[src/rtl/traffic_intersection_ctrl.sv]
// traffic_intersection_ctrl
//   Round-robin intersection controller for N_DIR approaches. Each service is
//   GREEN -> YELLOW -> ALLRED, with a down-counter timing every phase. With
//   SKIP_EN=1 only approaches holding a latched demand are served; idle time is
//   spent in all-red. A flashing-yellow maintenance mode overrides everything.
//
// Ports
//   clk          in   system clock
//   rst          in   asynchronous, active-high reset
//   demand       in   per-approach request (level or pulse), latched into pending
//   flash_en     in   maintenance flashing-yellow request
//   light        out  per approach i: bit 3i+2 = R, 3i+1 = Y, 3i = G (registered)
//   active_dir   out  approach owning green/yellow, or the one served last
//   green_start  out  one-cycle pulse aligned with the first green lamp cycle
//   pending      out  latched demand flags
//   dbg_state    out  current FSM state (GREEN=0, YELLOW=1, ALLRED=2, FLASH=3)

module traffic_intersection_ctrl #(
    parameter int N_DIR      = 3,
    parameter int CNT_W      = 8,
    parameter int T_GREEN    = 10,
    parameter int T_YELLOW   = 3,
    parameter int T_ALLRED   = 1,
    parameter int FLASH_HALF = 4,
    parameter int SKIP_EN    = 1
) (
    input  logic                 clk,
    input  logic                 rst,
    input  logic [N_DIR-1:0]     demand,
    input  logic                 flash_en,
    output logic [3*N_DIR-1:0]   light,
    output logic [2:0]           active_dir,
    output logic                 green_start,
    output logic [N_DIR-1:0]     pending,
    output logic [1:0]           dbg_state
);

    typedef enum logic [1:0] {
        ST_GREEN  = 2'd0,
        ST_YELLOW = 2'd1,
        ST_ALLRED = 2'd2,
        ST_FLASH  = 2'd3
    } state_t;

    localparam logic [CNT_W-1:0]   TMR_GREEN  = CNT_W'(T_GREEN - 1);
    localparam logic [CNT_W-1:0]   TMR_YELLOW = CNT_W'(T_YELLOW - 1);
    localparam logic [CNT_W-1:0]   TMR_ALLRED = CNT_W'(T_ALLRED - 1);
    localparam logic [CNT_W-1:0]   TMR_FLASH  = CNT_W'(FLASH_HALF - 1);
    localparam logic [2:0]         LAST_DIR   = 3'(N_DIR - 1);
    localparam logic [3*N_DIR-1:0] ALL_RED    = {N_DIR{3'b100}};

    state_t               state_q, state_d;
    logic [CNT_W-1:0]     tmr_q, tmr_d;
    logic [2:0]           dir_q, dir_d;
    logic [N_DIR-1:0]     pending_q, pending_d;
    logic                 gs_q, gs_d;
    logic                 fphase_q, fphase_d;
    logic [CNT_W-1:0]     fcnt_q, fcnt_d;
    logic [3*N_DIR-1:0]   light_q, light_d;

    logic [2:0]           fixed_next;
    logic                 scan_found;
    logic [2:0]           scan_dir;
    int                   scan_dist;
    int                   scan_best;
    logic                 enter_green;

    // Next approach. The scan ranks every pending approach by its distance
    // after dir_q (wrapping modulo N_DIR), so dir_q itself ranks last.
    always_comb begin
        fixed_next = (dir_q == LAST_DIR) ? 3'd0 : dir_q + 3'd1;
        scan_found = 1'b0;
        scan_dir   = dir_q;
        scan_best  = N_DIR;
        scan_dist  = 0;
        for (int i = 0; i < N_DIR; i++) begin
            scan_dist = i - int'(dir_q) - 1;
            if (scan_dist < 0) scan_dist = scan_dist + N_DIR;
            if (pending_q[i] && (scan_dist < scan_best)) begin
                scan_best  = scan_dist;
                scan_found = 1'b1;
                scan_dir   = 3'(i);
            end
        end
    end

    always_comb begin
        state_d  = state_q;
        tmr_d    = tmr_q;
        dir_d    = dir_q;
        fphase_d = fphase_q;
        fcnt_d   = fcnt_q;
        if (flash_en && (state_q != ST_FLASH)) begin
            // Any timed phase is abandoned; flashing starts with yellow lit.
            state_d  = ST_FLASH;
            fphase_d = 1'b1;
            fcnt_d   = TMR_FLASH;
        end else begin
            case (state_q)
                ST_GREEN: begin
                    if (tmr_q == '0) begin
                        state_d = ST_YELLOW;
                        tmr_d   = TMR_YELLOW;
                    end else begin
                        tmr_d = tmr_q - 1'b1;
                    end
                end
                ST_YELLOW: begin
                    if (tmr_q == '0) begin
                        state_d = ST_ALLRED;
                        tmr_d   = TMR_ALLRED;
                    end else begin
                        tmr_d = tmr_q - 1'b1;
                    end
                end
                ST_ALLRED: begin
                    if (tmr_q != '0) begin
                        tmr_d = tmr_q - 1'b1;
                    end else if (SKIP_EN == 0) begin
                        state_d = ST_GREEN;
                        tmr_d   = TMR_GREEN;
                        dir_d   = fixed_next;
                    end else if (scan_found) begin
                        state_d = ST_GREEN;
                        tmr_d   = TMR_GREEN;
                        dir_d   = scan_dir;
                    end
                    // Otherwise idle in all-red with tmr held at zero.
                end
                ST_FLASH: begin
                    if (!flash_en) begin
                        // Rotation resumes after the approach served last.
                        state_d = ST_ALLRED;
                        tmr_d   = TMR_ALLRED;
                    end else if (fcnt_q == '0) begin
                        fphase_d = ~fphase_q;
                        fcnt_d   = TMR_FLASH;
                    end else begin
                        fcnt_d = fcnt_q - 1'b1;
                    end
                end
                default: begin
                    state_d = ST_ALLRED;
                    tmr_d   = TMR_ALLRED;
                end
            endcase
        end
    end

    assign enter_green = (state_d == ST_GREEN) && (state_q != ST_GREEN);
    assign gs_d        = enter_green;

    // Demand for the approach currently in green is ignored; the clear on
    // green entry beats a coincident demand.
    always_comb begin
        pending_d = '0;
        for (int i = 0; i < N_DIR; i++) begin
            pending_d[i] = (pending_q[i] |
                            (demand[i] && !((state_q == ST_GREEN) && (dir_q == 3'(i)))))
                           & ~(enter_green && (dir_d == 3'(i)));
        end
    end

    // Lamps are decoded from the next state so they change on the same edge.
    always_comb begin
        light_d = ALL_RED;
        for (int i = 0; i < N_DIR; i++) begin
            if (state_d == ST_FLASH) begin
                light_d[3*i +: 3] = {1'b0, fphase_d, 1'b0};
            end else if ((state_d == ST_GREEN) && (dir_d == 3'(i))) begin
                light_d[3*i +: 3] = 3'b001;
            end else if ((state_d == ST_YELLOW) && (dir_d == 3'(i))) begin
                light_d[3*i +: 3] = 3'b010;
            end
        end
    end

    always_ff @(posedge clk or posedge rst) begin
        if (rst) begin
            state_q   <= ST_ALLRED;
            tmr_q     <= TMR_ALLRED;
            dir_q     <= LAST_DIR;
            pending_q <= '0;
            gs_q      <= 1'b0;
            fphase_q  <= 1'b0;
            fcnt_q    <= '0;
            light_q   <= ALL_RED;
        end else begin
            state_q   <= state_d;
            tmr_q     <= tmr_d;
            dir_q     <= dir_d;
            pending_q <= pending_d;
            gs_q      <= gs_d;
            fphase_q  <= fphase_d;
            fcnt_q    <= fcnt_d;
            light_q   <= light_d;
        end
    end

    assign light       = light_q;
    assign active_dir  = dir_q;
    assign green_start = gs_q;
    assign pending     = pending_q;
    assign dbg_state   = state_q;

endmodule

[config.mk]
export PLATFORM = sky130hd
export DESIGN_NAME = traffic_intersection_ctrl
export DESIGN_NICKNAME = d
export VERILOG_FILES = /design/src/rtl/traffic_intersection_ctrl.sv
export SDC_FILE = /design/constraint.sdc
export NUM_CORES = 1
export LEC_CHECK = 0
export CAP_MARGIN = 20
export CORE_MARGIN = 2
export CORE_UTILIZATION = 25
export DETAILED_ROUTE_END_ITERATION = 7
export PLACE_DENSITY = 0.41
export SLEW_MARGIN = 20
export SYNTH_ARGS = -nofsm -noshare
export SYNTH_HDL_FRONTEND = slang
export SYNTH_SLANG_ARGS = --single-unit
[constraint.sdc]
create_clock -name clk -period 6.75 [get_ports clk]
set_input_delay 1.35 -clock clk [delete_from_list [all_inputs] [get_ports clk]]
set_output_delay 1.35 -clock clk [all_outputs]
set_load 0.02 [all_outputs]
==> impl_results.md <==
* Slew @ Worst Pin at 0.7043 ns
* Antenna-violating nets left at 0
* Main combinational cell family by area after synthesis: compound AO/OA/AOI/OAI gates
* Drt total wl at 9428 um
* Layout overhead on the synthesized area at 17.65%
* Cells after Synth at 399
* # diodes at 0
* DR pass1 iterations at 5
* Critical-path top delay cell: a41oi_1
* RSZ-0062 raised after global routing: false
* Worst path cell trace: inv_1, ha_1, nor2b_4, o21ai_0, a21boi_0, a31oi_2, nor2_1, inv_1, ha_1, nor3b_1, o21a_1, nand2_1, a21oi_1, a21oi_1, buf_4, nor2b_1, a31oi_1, ha_1, a21o_1, a21oi_1, nand2b_1, a41oi_1, o21ai_0, a22o_1
* WS Path Type: reg2reg
* Final GP Congestion at 0.8567
* Detailed router's first-iteration violation count at 261
* Yosys synthesis warning count at 0
* Die width at 117.3 um
* Max incr delay on CP at 0.59 ns
* Max Fclk at 161.7 MHz
* Top delay family on crit path: compound AO/OA/AOI/OAI gates
* Mux cell area share after synthesis at 0.01910
* Die height at 117.3 um
* Mapped Area at 0.003211 mm^2
* Final Hold Viols at 0
* Port Buffers at 23
* Tcrit/Tclk final at 0.9162
* Min cycle time layout at 6.185 ns
* Ratio of cells with drive above 1 in the final layout at 0.09135
* # fillers at 1339
* Max Buffers Root-to-Sink at 2
* CTS Buf Count at 5
* Data arrival, critical path at 6.35 ns
* Worst path bufs/invs at 3
* Largest net degree at the start of global routing at 36
* Max Slew Vio Count at 0
* # resized after CTS at 0
* GRT Util Overall at 0.1357
* Slew Limit Headroom at 0.5271
* Max_cap viols at 0
* Initial antenna violation count at 0
* Simple-Gate Fraction of Synth Area at 0.2186
* Worst-Skew Late Latency at 0.28 ns
* Synth Area in Adders at 0.09275
* Reg-to-Reg End: tmr_q[5]$_DFFE_PP0P_
* Hold/Removal Path Class: reg2reg
* Distinct cells, synth at 68
* Overflow after GRT at 0
* Setup TNS at 0 ns
* Via-to-Cell Ratio at 5.148
* Reg-to-Reg Start: active_dir[2]$_DFF_PP0_
* Crit end category: flop
* Sequential cell area at 882.1 um^2
* Post-layout nets at 444
* Top FF cell, synth: dfrtp_1
* H-tree levels at 2
* Clock sink total at 35
* Post-synth EDFFs at 0
* Sequential area share after synthesis at 0.2747
* Hpwl dp at 7228 um
* Async S/R FF share, synth at 1.000
* Multi-input logic area at 0.002128 mm^2
* Startpoint types: flop
* R2R setup slack at 0.57 ns
* Hold Startpoint: fcnt_q[5]$_DFFE_PP0P_
* I/O Pins at 24
* Hold path depth at 1
* Worst reg2reg path depth at 24
* Root buffer cell: clkbuf_16
* # DRC at 0
* Vias in the first global route at 2854
* Overall die area at 0.01377 mm^2
* Final setup fails at 0
* Via count at 3027
* Synthesized netlist net count at 428
* Routed len/inst at 16.03 um
* Synth Area in XOR/XNOR at 0.03702
* Most frequent cells in the layout: 36 x a21oi_1, 36 x o21ai_0, 30 x nand2_1, 30 x dfrtp_1, 26 x nor2_1
* Post-CTS Hold Fix Bufs at 0
* Synth Area in Compound Gates at 0.2954
* Clock-pin slew on the worst setup and hold paths at 0.06 ns
* Row count at 41
* Synth Area per Inst at 8.047 um^2
* Setup Buffers After CTS at 0
* Status: complete, no violations
* CTS tree: done
* First-pass GRT wire length at 15160 um
* Core ar. at 0.01257 mm^2
* Seq cells post-synth at 35
* Clk_skew at 0.004417 ns
* Hold endpoint: fcnt_q[5]$_DFFE_PP0P_
* Worst-path fanout max at 13
* Worst path required time at 6.91 ns
* Initial core utilization at 0.2555
worst max-delay path by stage:
stage | endpoint | start | cells after the start | slack, ns
after floorplan | light[0]$_DFF_PP0_ | active_dir[0]$_DFF_PP0_ | 27 | 0.70
after global placement | tmr_q[5]$_DFFE_PP0P_ | active_dir[2]$_DFF_PP0_ | 24 | 0.54
after detailed placement | tmr_q[5]$_DFFE_PP0P_ | active_dir[2]$_DFF_PP0_ | 24 | 0.61
after CTS | tmr_q[5]$_DFFE_PP0P_ | active_dir[2]$_DFF_PP0_ | 24 | 0.58
after global routing | light[2]$_DFF_PP1_ | active_dir[2]$_DFF_PP0_ | 25 | 0.05
final | tmr_q[5]$_DFFE_PP0P_ | active_dir[2]$_DFF_PP0_ | 24 | 0.57
state kept, by name (all words and copies together) (netlist names):
| signal | cells |
|---|---|
| pending | 3 |
| active_dir | 3 |
| fphase_q | 1 |
| fcnt_q | 8 |
| tmr_q | 8 |
| light | 9 |
| dbg_state | 2 |
| green_start | 1 |
metal layers:
layer / vias up / wire (um) / part of all wire / global-route usage
met3: 12 / 279 / 0.030 / 0.01508
li1: 1501 / - / - / -
met5: - / 0 / 0 / 0
met1: 1453 / 4277 / 0.45 / 0.1785
met2: 61 / 4578 / 0.49 / 0.2255
met4: 0 / 291 / 0.031 / 0.05798
cell usage after synthesis, drive strengths merged, types with 4 or more instances:
master,number,area share
a21o,4,0.0094
a21oi,36,0.056
a22o,6,0.016
a31oi,9,0.024
and2,4,0.0078
buf,5,0.013
clkbuf,19,0.022
dfrtp,30,0.23
dfstp,5,0.041
ha,23,0.090
inv,21,0.025
mux2i,5,0.016
nand2,30,0.035
nand2b,6,0.012
nand3,14,0.022
nor2,26,0.030
nor2b,7,0.016
nor3,17,0.028
nor4,5,0.016
o211ai,4,0.0094
o21a,5,0.012
o21ai,39,0.061
o22a,5,0.014
o22ai,5,0.0097
o31ai,4,0.0094
o32ai,4,0.011
or3,7,0.014
xnor2,8,0.022
cells by family (layout without fill, tap and decap cells):
| family | after synthesis | in the layout |
|---|---|---|
| AO/OA/AOI/OAI | 143 | 143 |
| AND/OR/NAND/NOR | 132 | 132 |
| buffers and inverters | 47 | 64 |
| flip-flops | 35 | 35 |
| adder cells (fa/ha/maj) | 24 | 24 |
| XOR/XNOR | 12 | 12 |
| multiplexers | 6 | 6 |
per-stage QoR:
stage                     area [um^2]  utilization  setup slack (ns)  instances  hold slack (ns)
after detailed placement         3617       0.2878            0.6096        580           0.4981
after global placement           3617       0.2878            0.5361        580           0.5057
after global routing             3777       0.3005           0.04790        588           0.5377
after floorplan                  3211            -            0.6998        399           0.4611
final                            3777       0.3005            0.5654        588           0.5261
after CTS                        3777       0.3005            0.5766        588           0.5157
cell type report:
cell class / count / share of cell area
well taps: 172 / 0.05697
inverters: 23 / 0.02286
clock inverters: 1 / 0.001987
clock buffers: 7 / 0.04041
repair buffers: 33 / 0.08082
multi-input cells: 317 / 0.5634
flip-flops and latches: 35 / 0.2335
Power is not shown: default switching activity piles up to over one toggle a cycle in this logic, so the estimate is an artifact.
